### src/rtl/dp_ram_loader_pkg.sv
// Shared constants and FSM encoding for the burst-loaded dual-port RAM.
package dp_ram_loader_pkg;

  localparam int ADDR_W = 4;
  localparam int DATA_W = 8;
  localparam int DEPTH  = 2 ** ADDR_W;

  // Plain-constant encoding keeps the state register readable in legacy waveform tools.
  localparam logic [1:0] ST_IDLE = 2'd0;
  localparam logic [1:0] ST_LOAD = 2'd1;
  localparam logic [1:0] ST_DONE = 2'd2;

endpackage

### src/rtl/dp_ram_16x8.sv
// 16x8 storage: one synchronous write port, synchronous clear, two combinational read ports.
module dp_ram_16x8
  import dp_ram_loader_pkg::*;
#(
  parameter int ADDR_W = dp_ram_loader_pkg::ADDR_W,
  parameter int DATA_W = dp_ram_loader_pkg::DATA_W
) (
  input  logic              clk,
  input  logic              rst,
  input  logic              we,
  input  logic [ADDR_W-1:0] waddr,
  input  logic [DATA_W-1:0] wdata,
  input  logic [ADDR_W-1:0] raddr_a,
  output logic [DATA_W-1:0] rdata_a,
  input  logic [ADDR_W-1:0] raddr_b,
  output logic [DATA_W-1:0] rdata_b
);

  logic [DATA_W-1:0] mem [2**ADDR_W];

  // Write port with full-array clear on reset.
  // NOTE: clearing every word on reset rules out a RAM macro and builds this from flops; at 16 bytes that is the right trade for a known power-up table.
  always_ff @(posedge clk) begin
    if (rst) begin
      for (int i = 0; i < 2**ADDR_W; i++) begin
        // NOTE: non-blocking so reads in the write cycle still see the old word until the edge.
        mem[i] <= '0;
      end
    end else if (we) begin
      mem[waddr] <= wdata;
    end
  end

  assign rdata_a = mem[raddr_a];
  assign rdata_b = mem[raddr_b];

endmodule

### src/rtl/dp_ram_loader.sv
// Burst loader: fills consecutive RAM addresses (wrapping) from a valid/ready byte stream.
module dp_ram_loader
  import dp_ram_loader_pkg::*;
#(
  parameter int ADDR_W = dp_ram_loader_pkg::ADDR_W,
  parameter int DATA_W = dp_ram_loader_pkg::DATA_W
) (
  input  logic              clk,
  input  logic              rst,
  input  logic              start,
  input  logic [ADDR_W-1:0] base_addr,
  input  logic [ADDR_W:0]   len,
  input  logic              in_valid,
  input  logic [DATA_W-1:0] in_data,
  output logic              in_ready,
  output logic              busy,
  output logic              done,
  output logic [ADDR_W:0]   wr_count,
  input  logic [ADDR_W-1:0] addr_a,
  input  logic [ADDR_W-1:0] addr_b,
  output logic [DATA_W-1:0] data_a,
  output logic [DATA_W-1:0] data_b
);

  localparam logic [ADDR_W:0] FULL_LEN = (ADDR_W + 1)'(2 ** ADDR_W);

  logic [1:0]        state;
  logic [ADDR_W-1:0] ptr;
  logic [ADDR_W:0]   remaining;
  logic [ADDR_W:0]   len_sat;
  logic              hs;

  assign in_ready = (state == ST_LOAD);
  assign busy     = in_ready;
  assign done     = (state == ST_DONE);
  assign hs       = in_valid && in_ready;

  // A burst can never usefully exceed the array size, so longer requests clamp to one full pass.
  always_comb begin
    len_sat = (len > FULL_LEN) ? FULL_LEN : len;
  end

  // Loader FSM, write pointer and byte counters.
  always_ff @(posedge clk) begin
    if (rst) begin
      state     <= ST_IDLE;
      ptr       <= '0;
      remaining <= '0;
      wr_count  <= '0;
    end else begin
      case (state)
        ST_IDLE: begin
          if (start) begin
            ptr       <= base_addr;
            remaining <= len_sat;
            wr_count  <= '0;
            state     <= (len_sat == '0) ? ST_DONE : ST_LOAD;
          end
        end
        ST_LOAD: begin
          if (hs) begin
            ptr       <= ptr + 1'b1;
            remaining <= remaining - 1'b1;
            wr_count  <= wr_count + 1'b1;
            if (remaining == (ADDR_W + 1)'(1)) begin
              state <= ST_DONE;
            end
          end
        end
        ST_DONE: state <= ST_IDLE;
        default: state <= ST_IDLE;
      endcase
    end
  end

  dp_ram_16x8 #(
    .ADDR_W (ADDR_W),
    .DATA_W (DATA_W)
  ) u_ram (
    .clk     (clk),
    .rst     (rst),
    .we      (hs),
    .waddr   (ptr),
    .wdata   (in_data),
    .raddr_a (addr_a),
    .rdata_a (data_a),
    .raddr_b (addr_b),
    .rdata_b (data_b)
  );

endmodule

### config.mk
export PLATFORM = sky130hd
export DESIGN_NAME = dp_ram_loader
export DESIGN_NICKNAME = d
export VERILOG_FILES = /design/src/rtl/dp_ram_loader_pkg.sv /design/src/rtl/dp_ram_16x8.sv /design/src/rtl/dp_ram_loader.sv
export SDC_FILE = /design/constraint.sdc
export NUM_CORES = 1
export LEC_CHECK = 0
export BUFFER_PORTS_ARGS = -buffer_cell sky130_fd_sc_hd__buf_2
export CAP_MARGIN = 5
export CORE_AREA = 2 2 133 135
export CTS_CLUSTER_DIAMETER = 60
export DETAILED_ROUTE_END_ITERATION = 16
export DIE_AREA = 0 0 135 137
export PLACE_DENSITY = 0.62
export SLEW_MARGIN = 40
export SYNTH_ARGS = -nofsm -noshare
export SYNTH_HDL_FRONTEND = slang
export SYNTH_SLANG_ARGS = --single-unit
### constraint.sdc
create_clock -name clk -period 3.29 [get_ports clk]
set_clock_uncertainty 0.2 [all_clocks]
set_input_delay 0.329 -clock clk [delete_from_list [all_inputs] [get_ports clk]]
set_output_delay 0.329 -clock clk [all_outputs]
set_load 0.01 [all_outputs]
==> impl_metrics.py, run 1 <==
metrics = {
    "floorplanning": {
        "die_area_um2": 18500,
        "rows": 48,
        "start_util_pct": 44.6,
        "core-area_um2": 17100,
        "io_pins": 53,
        "die_x_um": 135,
        "die_y_um": 137,
    },
    "worst_setup_path": {
        "path_buf_inv": 1,
        "reg2reg_slack_ns": 0.86,
        "path_delay_family": "multiplexers",
        "cp_max_fo": 2,
        "slowest_delay_ns": 0.47,
        "arrival_ns": 1.94,
        "cp_num_cells": 4,
        "reg2regPathDepth": 5,
        "cp.required_ns": 2.76,
        "critical_path_class": "flop to output pin",
        "cp-end-kind": "output pin",
        "start_kind": "flop",
        "slowest_stage": "mux4_2",
        "cp_cell_sequence": "mux4_2, a22oi_1, nand2_1, buf_2",
    },
    "sta": {
        "setup_viol_count_final": 0,
        "period_needed_ns": 2.47,
        "max_freq_mhz": 405,
        "rsz0062_at_grt": "false",
        "tns_ns": 0,
        "min_period_over_period_pct": 75.1,
        "tightestPinTransition_ns": 0.834,
        "timing.final.ws_setup_ns": 0.818,
        "maxSlewViolCount": 0,
        "relSlewSlack_pct": 44.3,
        "hold_viol_final": 0,
        "hold_slack_ns": 0.0485,
    },
    "drt": {
        "initialDrtViolationCount": 505,
        "antenna_left": 0,
        "wl_met2_um": 10700,
        "drc": 0,
        "wire_per_inst_um": 24.3,
        "top_layer_used": "met4",
        "wl_um": 21400,
        "route.met3.wl_um": 2020,
        "via_per_inst": 6.08,
        "met1_length_um": 8060,
        "first_pass_iters": 5,
        "vias": 5362,
    },
    "grt": {
        "grt_pass1_wl_um": 32400,
        "track_usage_pct": 24.4,
        "grt_max_degree": 35,
        "antenna_found_initial": 0,
        "grt_pass1_vias": 5564,
        "overflow": 0,
    },
    "synth": {
        "synth_cell_types": 38,
        "syn_avg_cell_area_um2": 12.9,
        "synth_edf_count": 128,
        "ys_seq_area_share_pct": 54.8,
        "ys.flop_type": "edfxtp_1",
        "async_flop_share_pct": 0,
        "ys_ff_latch": 144,
        "syn_inst": 587,
        "yosysWarnings": 0,
        "mappedNetlistNets": 623,
        "syn-cell-area_um2": 7600,
    },
    "job": {
        "maxCapViolations": 0,
    },
    "power": {
        "vdd_drop_max_v": 0.000353,
        "leakage_nw": 3.09,
        "power_density_nw_per_um2": 536,
        "finalPower_mw": 4.69,
    },
    "finish": {
        "seqCellArea_um2": 4160,
        "final_cell_mix": "nor2_1, edfxtp_1, mux4_2",
        "final_area_um2": 8760,
        "fill_cells": 1520,
        "multi_input_area_um2": 3140,
        "final_common_cell": "nor2_1",
        "final_util_pct": 51.3,
        "fin_nets": 680,
        "diodes": 0,
        "drive_above_1_share_pct": 29.1,
        "final_cell_count_no_fill": 882,
        "syn2layout_area_growth_pct": 15.2,
    },
    "clock_network": {
        "cts-resized-gates": 0,
        "cts-buffers-inserted": 17,
        "cts_buffer_depth": 2,
        "cts_sinks": 144,
        "clk_latency_ns": 0.42,
        "h-tree-depth": 4,
        "tritoncts": "yes",
        "cts_root_buffer": "clkbuf_16",
        "clk_pin_slew_ns": 0.06,
    },
    "placement": {
        "placed_cell_area_um2": 8140,
        "portBuffers": 52,
        "place_hpwl_um": 14400,
        "placed_cells": 848,
        "dp_slack_ns": 0.836,
        "globalplace.congestion": 0.830,
    },
    "run_status": {
        "status": "finished clean",
    },
    "min_path": {
        "hold_class": "input pin to flop",
        "hold_depth": 3,
    },
}
## kinds of logic (layout without fill, tap and decap cells)
kind of cell | after synthesis | in the layout | share of synthesized area (%)
muxes | 66 | 66 | 19.2
AOI/OAI and AO/OA | 78 | 78 | 7.28
DFF | 144 | 144 | 54.8
and+or+nand+nor | 237 | 237 | 13.2
buffers and inverters | 52 | 122 | 4.00
adders and majority gates | 7 | 7 | 1.15
xor gates and xnor gates | 3 | 3 | 0.346
## report_power, final
group          internal (mW)  leakage, nW  switching, mW  total (mW)
Clock                   1.19        0.282          0.765        1.95
Combinational          0.254         1.35          0.363       0.617
Sequential              2.07         1.45         0.0588        2.12
## Yosys cell counts, types with 7 or more instances
cell / n / area [µm²]
edfxtp_1: 128 / 3840
clkbuf_1: 14 / 52.6
buf_6: 12 / 135
a21oi_1: 13 / 65.1
a22oi_1: 32 / 240
ha_1: 7 / 87.6
o21bai_1: 12 / 90.1
nor2_1: 144 / 541
buf_1: 7 / 26.3
mux4_2: 64 / 1440
buf_2: 12 / 60.1
nor2b_1: 8 / 50.1
dfxtp_1: 16 / 320
nand2_1: 54 / 203
## cell type report
cell class                      instances  share of cell area, %
Clock inverter                         15                   1.94
Tap cell                              225                   3.22
Multi-Input combinational cell        391                   35.8
Inverter                                6                  0.257
Sequential cell                       144                   47.6
Timing Repair Buffer                   84                   6.34
Clock buffer                           17                   4.86
## sequential cells by signal, summed over array words and instances, names as in the netlist
register / flops
ptr: 4
remaining: 5
wr_count: 5
state: 2
u_ram.mem: 128
## worst min-delay path, stage by stage
cell and delay, ns:
buf_2 0.10, a21oi_1 0.11, a211oi_1 0.07
## worst paths after layout
kind                     end            start
min reg2reg      wr_count[0]      wr_count[0]
max reg2reg  u_ram.mem[7][7]         state[1]
max                data_a[1]  u_ram.mem[0][1]
min                   ptr[0]     base_addr[0]
## metal layers
layer  track usage (%)  vias up
met4              10.9        0
li1                  -     2326
met2              41.3      292
met5                 0        -
met1              29.4     2700
met3              6.85       44
## repair_timing
action	4_1_cts	5_1_grt
endpoints found under the hold margin	2	0
buffers inserted	0	0
hold buffers	2	0
(Power assumes the default switching activity.)
==> inputs of run 2 (changes only) <==
--- a/config.mk
+++ b/config.mk
@@ -11,7 +11,7 @@
 export CTS_CLUSTER_DIAMETER = 60
 export DETAILED_ROUTE_END_ITERATION = 16
 export DIE_AREA = 0 0 135 137
-export PLACE_DENSITY = 0.62
+export PLACE_DENSITY = 0.64
 export SLEW_MARGIN = 40
 export SYNTH_ARGS = -nofsm -noshare
 export SYNTH_HDL_FRONTEND = slang
==> constraint.sdc (replaced) <==
create_clock -name clk -period 2.05 [get_ports clk]
set_clock_uncertainty 0.2 [all_clocks]
set_input_delay 0.205 -clock clk [delete_from_list [all_inputs] [get_ports clk]]
set_output_delay 0.205 -clock clk [all_outputs]
set_load 0.01 [all_outputs]
==> run 2 against run 1 <==
The flow now finishes with violations (negative setup slack). Flip-flop and latch count is the same. Critical path depth is the same. First-iteration DRC count grew 2.8%. Clock-buffer cell count is the same. Via count grew 2.5%. Hold slack lost 0.034 ns. Die area is the same. Wire length grew 0.48%. Highest routed layer unchanged.
==> impl_metrics.py, run 2 (synthesized netlist as in run 1, its figures left out) <==
metrics = {
    "finish": {
        "drive_above_1_share_pct": 35.5,
        "fill_cells": 1406,
        "final_area_um2": 9140,
        "seqCellArea_um2": 4160,
        "syn2layout_area_growth_pct": 20.3,
        "diodes": 0,
        "fin_nets": 707,
        "final_common_cell": "nor2_1",
        "top_register": "u_ram.mem",
        "final_cell_mix": "nor2_1, edfxtp_1, mux4_2",
        "largest_registers": "u_ram.mem x128, remaining x5, wr_count x5",
        "largest_register_ffs": 128,
        "multi_input_area_um2": 3270,
    },
    "sta": {
        "tightestPinTransition_ns": 0.749,
        "hold_viol_final": 0,
        "relSlewSlack_pct": 50.0,
        "timing.final.ws_setup_ns": -0.156,
        "rsz0062_at_grt": "true",
        "min_period_over_period_pct": 108,
        "setup_viol_count_final": 16,
        "period_needed_ns": 2.21,
        "maxSlewViolCount": 0,
        "max_freq_mhz": 453,
        "tns_ns": -1.70,
    },
    "worst_setup_path": {
        "cp_max_fo": 2,
        "slowest_stage": "mux4_2",
        "cp-end-kind": "output pin",
        "slowest_delay_ns": 0.50,
        "cp_cell_sequence": "mux4_2, a22oi_2, nand2_1, buf_2",
        "critical_path_class": "flop to output pin",
        "arrival_ns": 1.80,
        "start_kind": "flop",
        "cp.required_ns": 1.64,
    },
    "drt": {
        "initialDrtViolationCount": 519,
        "vias": 5498,
        "antenna_left": 0,
        "first_pass_iters": 5,
        "wire_per_inst_um": 23.7,
        "wl_um": 21500,
        "drc": 0,
        "via_per_inst": 6.05,
    },
    "floorplanning": {
        "die_y_um": 137,
        "die_x_um": 135,
        "io_pins": 53,
        "rows": 48,
        "start_util_pct": 44.6,
        "die_area_um2": 18500,
        "core-area_um2": 17100,
    },
    "clock_network": {
        "tritoncts": "yes",
        "clk_latency_ns": 0.43,
        "cts_sinks": 144,
        "cts_root_buffer": "clkbuf_16",
        "cts-buffers-inserted": 17,
        "cts_buffer_depth": 2,
        "clk_pin_slew_ns": 0.06,
        "h-tree-depth": 4,
    },
    "grt": {
        "grt_pass1_vias": 5564,
        "track_usage_pct": 24.3,
        "overflow": 0,
        "grt_max_degree": 31,
        "antenna_found_initial": 1,
        "grt_pass1_wl_um": 32300,
    },
    "placement": {
        "portBuffers": 52,
        "placed_cell_area_um2": 8300,
        "dp_slack_ns": -0.0918,
        "globalplace.congestion": 0.832,
        "place_hpwl_um": 14200,
    },
    "job": {
        "maxCapViolations": 0,
    },
    "power": {
        "leakage_nw": 3.21,
        "power_density_nw_per_um2": 814,
        "vdd_drop_max_v": 0.000583,
    },
    "min_path": {
        "hold_class": "input pin to flop",
    },
    "run_status": {
        "violations": "negative setup slack",
        "status": "finished, violations left",
    },
}
run 2: where the power goes:
group | switching (mW) | leakage [nW] | internal, mW
sequential | 0.0849 | 1.45 | 3.31
clock | 1.25 | 0.252 | 1.67
combinational | 0.639 | 1.50 | 0.485
total | 1.97 | 3.21 | 5.47
run 2: through the flow:
| stage | std cells | utilization (%) | hold slack (ns) | power [mW] |
|---|---|---|---|---|
| after floorplan | 587 | - | 0.168 | 4.09 |
| after global placement | 863 | 48.6 | 0.281 | 4.45 |
| after detailed placement | 863 | 48.7 | 0.296 | 4.49 |
| after CTS | 904 | 53.1 | 0.0000786 | 7.43 |
| after global routing | 909 | 53.6 | 0.0303 | 7.68 |
| final | 909 | 53.6 | 0.0142 | 7.45 |
run 2: critical path, delay by kind of cell, from the launching register on:
kind                   cells  cell delay (ns)
multiplexers               1             0.50
buffers and inverters      1             0.16
AND/OR/NAND/NOR            1             0.13
flip-flops                 1             0.37
AO/OA/AOI/OAI              1             0.21
run 2: per-layer routing:
| layer | up-vias | share of wire, % | track usage [%] |
|---|---|---|---|
| met2 | 293 | 51 | 41.9 |
| met1 | 2780 | 38 | 30.7 |
| met3 | 40 | 8.7 | 5.59 |
| met5 | - | 0 | 0 |
| met4 | 0 | 2.5 | 7.70 |
| li1 | 2385 | - | - |
run 2: worst paths after layout:
path	endpoint	slack, ns	depth (start not counted)	start
worst max-delay path	data_b[1]	-0.16	4	u_ram.mem[3][1]
worst min-delay path	remaining[1]	0.01	3	len[1]
worst max register to register	u_ram.mem[14][1]	0.09	6	state[1]
worst min register to register	remaining[3]	0.32	2	remaining[3]
run 2: final cells by class:
class	instances	area share, %
sequential	144	45.5
multi-input combinational	391	35.8
timing repair buffer	110	9.09
clock buffer	17	4.65
tap	225	3.08
clock inverter	15	1.48
inverter	6	0.287
timing repair inverter	1	0.0547
run 2: what timing repair did:
| item | CTS | global route |
|---|---|---|
| endpoints found under the setup margin | 23 | 101 |
| endpoints found under the hold margin | 11 | 0 |
| pin swaps | 23 | 5 |
| resized for setup | 23 | 6 |
| hold buffers | 9 | 0 |
| setup buffers | 0 | 4 |
| gates cloned | 0 | 1 |
